**config.mk**
```make
export PLATFORM = sky130hd
export DESIGN_NAME = audio_note_ctrl
export DESIGN_NICKNAME = d
export VERILOG_FILES = /design/src/rtl/audio_note_ctrl.sv
export SDC_FILE = /design/constraint.sdc
export NUM_CORES = 1
export LEC_CHECK = 0
export CAP_MARGIN = 15
export CORE_MARGIN = 2
export CORE_UTILIZATION = 60
export DETAILED_ROUTE_END_ITERATION = 6
export PLACE_DENSITY = 0.79
export SETUP_SLACK_MARGIN = 0.15
export SKIP_CTS_REPAIR_TIMING = 1
export SLEW_MARGIN = 5
export SYNTH_ARGS = -nofsm -noshare
export SYNTH_HDL_FRONTEND = slang
export SYNTH_SLANG_ARGS = --single-unit
```
**constraint.sdc**
```tcl
create_clock -name clk -period 2.5 [get_ports clk]
set_input_delay 0.625 -clock clk [delete_from_list [all_inputs] [get_ports clk]]
set_output_delay 0.625 -clock clk [all_outputs]
set_load 0.01 [all_outputs]
```
**src/rtl/audio_note_ctrl.sv**
```systemverilog
`default_nettype none
// ============================================================================
// Module   : audio_note_ctrl
// Brief    : Latches note/tempo words and plays a timed square-wave note,
//            pulsing note_done at the end to release the stalled PC.
// Revision : 1.0
// ============================================================================
module audio_note_ctrl #(
  parameter int TICK_DIV  = 50000,
  parameter int HALF_BASE = 64,
  parameter int DATA_W    = 8
) (
  input  logic              clk,
  input  logic              reset,
  input  logic              audioreg,
  input  logic              audioact,
  input  logic              s_cont,
  input  logic [DATA_W-1:0] data_in,
  output logic              note_done,
  output logic              busy,
  output logic              speaker
);

  localparam int TICK_W = (TICK_DIV > 1) ? $clog2(TICK_DIV) : 1;
  // Half-period counter is at least 9 bits, widened so pitch 1 never wraps.
  localparam int HALF_W = ($clog2(15 * HALF_BASE + 1) > 9) ? $clog2(15 * HALF_BASE + 1) : 9;

  typedef enum logic [1:0] {
    S_IDLE = 2'd0,
    S_PLAY = 2'd1,
    S_DONE = 2'd2
  } state_t;

  state_t              state_q, state_d;
  logic [DATA_W-1:0]   note_q, note_d;
  logic [7:0]          tempo_q, tempo_d;
  logic [3:0]          pitch_q, pitch_d;
  logic [3:0]          rem_q, rem_d;
  logic [7:0]          beat_q, beat_d;
  logic [7:0]          bcnt_q, bcnt_d;
  logic [TICK_W-1:0]   tick_q, tick_d;
  logic [HALF_W-1:0]   half_q, half_d;
  logic                spk_q, spk_d;

  logic [HALF_W-1:0]   half_per;
  logic                play_req;
  logic                tick_end;
  logic                beat_end;

  assign play_req = audioact && !s_cont;
  assign tick_end = (tick_q == TICK_W'(TICK_DIV - 1));
  assign beat_end = (bcnt_q == (beat_q - 8'd1));
  assign half_per = HALF_W'((16 - int'(pitch_q)) * HALF_BASE);

  always_ff @(posedge clk) begin
    if (reset) begin
      state_q <= S_IDLE;
      note_q  <= '0;
      tempo_q <= 8'd1;
      pitch_q <= '0;
      rem_q   <= '0;
      beat_q  <= 8'd1;
      bcnt_q  <= '0;
      tick_q  <= '0;
      half_q  <= '0;
      spk_q   <= 1'b0;
    end else begin
      state_q <= state_d;
      note_q  <= note_d;
      tempo_q <= tempo_d;
      pitch_q <= pitch_d;
      rem_q   <= rem_d;
      beat_q  <= beat_d;
      bcnt_q  <= bcnt_d;
      tick_q  <= tick_d;
      half_q  <= half_d;
      spk_q   <= spk_d;
    end
  end

  always_comb begin
    state_d   = state_q;
    note_d    = note_q;
    tempo_d   = tempo_q;
    pitch_d   = pitch_q;
    rem_d     = rem_q;
    beat_d    = beat_q;
    bcnt_d    = bcnt_q;
    tick_d    = tick_q;
    half_d    = half_q;
    spk_d     = spk_q;
    note_done = 1'b0;
    busy      = 1'b0;
    speaker   = 1'b0;

    if (audioreg) begin
      note_d = data_in;
    end
    // A zero tempo would make the beat counter never terminate.
    if (audioact && s_cont) begin
      tempo_d = (data_in == '0) ? 8'd1 : 8'(data_in);
    end

    case (state_q)
      S_IDLE: begin
        tick_d = '0;
        bcnt_d = '0;
        half_d = '0;
        spk_d  = 1'b0;
        if (play_req) begin
          pitch_d = note_q[7:4];
          rem_d   = note_q[3:0];
          beat_d  = tempo_q;
          state_d = (note_q[3:0] == 4'd0) ? S_DONE : S_PLAY;
        end
      end

      S_PLAY: begin
        busy    = 1'b1;
        speaker = spk_q;
        tick_d  = tick_end ? '0 : tick_q + 1'b1;
        if (tick_end) begin
          bcnt_d = beat_end ? 8'd0 : bcnt_q + 8'd1;
          if (beat_end) begin
            rem_d = rem_q - 4'd1;
            if (rem_q == 4'd1) begin
              state_d = S_DONE;
            end
          end
        end
        if (pitch_q != 4'd0) begin
          if (half_q == (half_per - 1'b1)) begin
            half_d = '0;
            spk_d  = ~spk_q;
          end else begin
            half_d = half_q + 1'b1;
          end
        end
      end

      S_DONE: begin
        busy      = 1'b1;
        note_done = 1'b1;
        spk_d     = 1'b0;
        state_d   = S_IDLE;
      end

      default: begin
        state_d = S_IDLE;
      end
    endcase
  end

endmodule
`default_nettype wire

```
==> metrics.md <==
| Metric | Value |
|---|---|
| Die height | `82.0 µm` |
| Row count | `28` |
| Worst rel slew slack | `0.658` |
| Synth cell types | `56` |
| Crit. End Element | `register` |
| Clock network power share | `0.286` |
| Core Box Area | `0.00589 mm²` |
| Hold Path Class | `reg2reg` |
| Fmax | `~440 MHz` |
| Mapped cell area | `approximately 0.0037 mm²` |
| Synth Area in Compound Gates | `0.177` |
| Fin Setup TNS | `0 ps` |
| DIE WIDTH | `between 80 and 90 µm` |
| Worst hold slack | `~460 ps` |
| XOR/XNOR Fraction of Synth Area | `0.0624` |
| RR Startpoint | `beat_q[0]` |
| Placer Congestion | `slightly above 0.9` |
| CTS clk-pin slew, worst paths | `~80 ps` |
| Critical Path End | `rem_q[2]` |
| Post-synth top flop | `dfxtp_1` |
| Max cap viols | `0` |
| Post-synth top area share | `0.378` |
| Cell Int Power | `2.06 mW` |
| Port bufs | `15` |
| CP required | `around 2800 ps` |
| Gr usage total | `0.260` |
| Layout Nets | `498` |
| Initial antenna violation count | `0` |
| H-tree depth | `3` |
| Avg Inst Size Synth | `8.03 µm²` |
| Max VDD drop | `855 µV` |
| R2R depth | `9` |
| Via count | `around 3,300` |
| Dominant cells by area after synthesis | `dfxtp_1 38%, nor2_1 6.0%, nand2_1 5.7%` |
| Yosys warns | `0` |
| Crit path DAT | `roughly 2500 ps` |
| First-pass GRT wire length | `around 14,000 µm` |
| Final wirelength | `8050 µm` |
| Leakage Power | `between 1 and 1.5 nW` |
| Layout Area Growth over Synthesis | `13.4%` |
| Seq cells post-synth | `slightly below 70` |
| Share of cells above drive strength 1 | `0.0981` |
| Final setup vio count | `0` |
| Commonest cells after routing, fill and taps aside | `67 x dfxtp_1, 58 x nor2_1, 55 x nand2_1` |
| CP Launch Point | `beat_q[0]` |
| Layout Skew | `between 10 and 15 ps` |
| Critical-path maximum fanout | `6` |
| Synth area leader | `dfxtp_1` |
| Total clock sinks | `69` |
| TritonRoute pass-1 iters | `5` |
| Fin. Hold Viols | `0` |
| Mux cell area share after synthesis | `0.0274` |
| Status | `finished clean` |
| Max-slew violation count | `0` |
| GRT overflow | `0` |
| Fin crit period | `about 2300 ps` |
| WS Path Type | `reg2reg` |
| Commonest non-fill, non-tap cell in the layout | `dfxtp_1` |
| Starting Density | `0.621` |
| Num CTS Buffers | `9` |
| Clk_lat worst skew | `about 350 ps` |
| DRC | `0` |
| Post-synth EDFFs | `0` |
| Antenna viol nets, final | `0` |
| Switching Share | `0.360` |
| Simple-gate share of the synthesized area | `0.280` |
| Syn nets | `479` |
| Clk root buf | `clkbuf_8` |
| CTS tree | `built` |
| Average vias per placed instance | `~6` |
| Largest family of logic cells by synthesized area | `simple AND/OR/NAND/NOR gates` |
| Asr flop ratio synth | `0` |
| Pin count of the biggest net entering global routing | `22` |
| Reg2Reg Setup Slack | `approximately 250 ps` |
| Crit start category | `register` |
| Adder-cell share of the synthesized area | `0.0377` |
| DR iter-0 viols | `slightly above 200` |
| Sw power | `1.16 mW` |
| RSZ-0062 raised after global routing | `true` |
| Cells after Synth | `around 460` |
| Sequential element share of the synthesized area | `0.378` |
| I/O pin count | `16` |
| Ant. Diodes | `0` |
| Vias in the first global route | `roughly 3,100` |
| Die footprint | `0.00673 mm²` |
| Combinational power share | `0.341` |
| Tightest Pin Transition | `~510 ps` |
| Pwr dens | `~800 mW/mm²` |
| Dpl hpwl | `5760 µm` |
| Drt wl/cell | `about 15 µm` |
| Tcrit/Tclk final | `0.902` |
| RR Endpoint | `rem_q[2]` |
| Seq pwr share | `0.374` |
| Clock Tree Buf Depth | `2` |
[cell type report]
type,count,area (µm²)
multi-input cells,351,2160
well taps,75,93.8
repair buffers,29,253
clock inverters,5,60.1
clock buffers,11,141
fillers,491,1740
inverters,14,52.6
flip-flops and latches,69,1380
[cells in the mapped netlist, drive strengths merged, types with 5 or more instances]
cell	instances
nand2	55
o21ai	13
dfxtp	69
inv	14
xnor2	13
mux2i	10
clkbuf	16
nand3	26
nor2	59
nand4	8
xor2	13
ha	11
nor4	7
buf	5
a21oi	39
a211oi	5
nor3	11
and3	8
a311oi	6
[registers in the layout, summed over array words and instances (netlist names), 2 cells and up]
| signal | flops |
|---|---|
| tempo_q | 8 |
| bcnt_q | 8 |
| tick_q | 16 |
| state_q | 2 |
| beat_q | 8 |
| pitch_q | 4 |
| note_q | 8 |
| half_q | 10 |
| rem_q | 4 |
[how the worst min path moves through the flow]
stage	startpoint	cells after the start	to
floorplan	note_q[7]	2	pitch_q[3]
global placement	tempo_q[3]	2	tempo_q[3]
detailed placement	tempo_q[7]	2	beat_q[7]
CTS	tempo_q[7]	2	beat_q[7]
global route	tempo_q[4]	2	tempo_q[4]
finish	tempo_q[4]	2	beat_q[4]
[power groups by stage]
stage	combinational (mW)	clock, mW	sequential, mW
after CTS	1.07	0.940	1.20
after detailed placement	1.06	0	1.23
after global placement	1.05	0	1.22
after floorplan	0.742	0	1.21
final	1.10	0.920	1.20
after global routing	1.22	0.982	1.21
[layer usage]
layer | vias to the layer above | GRT usage | wire length [µm]
met3 | 18 | 0.0615 | 328
li1 | 1667 | - | -
met2 | 78 | 0.440 | 3950
met1 | 1563 | 0.319 | 3630
met4 | 0 | 0.0967 | 142
met5 | - | 0 | 0
[stage by stage]
step                instance area [µm²]  cells   util  worst slack [ps]  power (mW)
global route                       4140    554  0.704               153        3.41
CTS                                4120    554  0.699               164        3.21
floorplan                          3650    455      -               433        1.95
detailed placement                 3910    538  0.665               149        2.29
global placement                   3910    538  0.665               218        2.27
finish                             4140    554  0.704               246        3.22
[critical path, cell delays in order (launching register included)]
cell and delay (ps):
dfxtp_1 350, inv_1 90, ha_1 210, nand2b_1 120, a211o_1 300, a211oi_2 270, buf_4 180, and4_2 310
nor2_2 80, o32ai_2 240
[logic make-up (layout without fill, tap and decap cells)]
| family | count (synthesis) | after routing |
|---|---|---|
| and+or+nand+nor | 207 | 207 |
| DFF | 69 | 69 |
| xor gates and xnor gates | 26 | 26 |
| buffers and inverters | 35 | 59 |
| muxes | 10 | 10 |
| adders and majority gates | 11 | 11 |
| AOI/OAI and AO/OA | 97 | 97 |
Note: power is estimated with default switching activity, not from simulation.
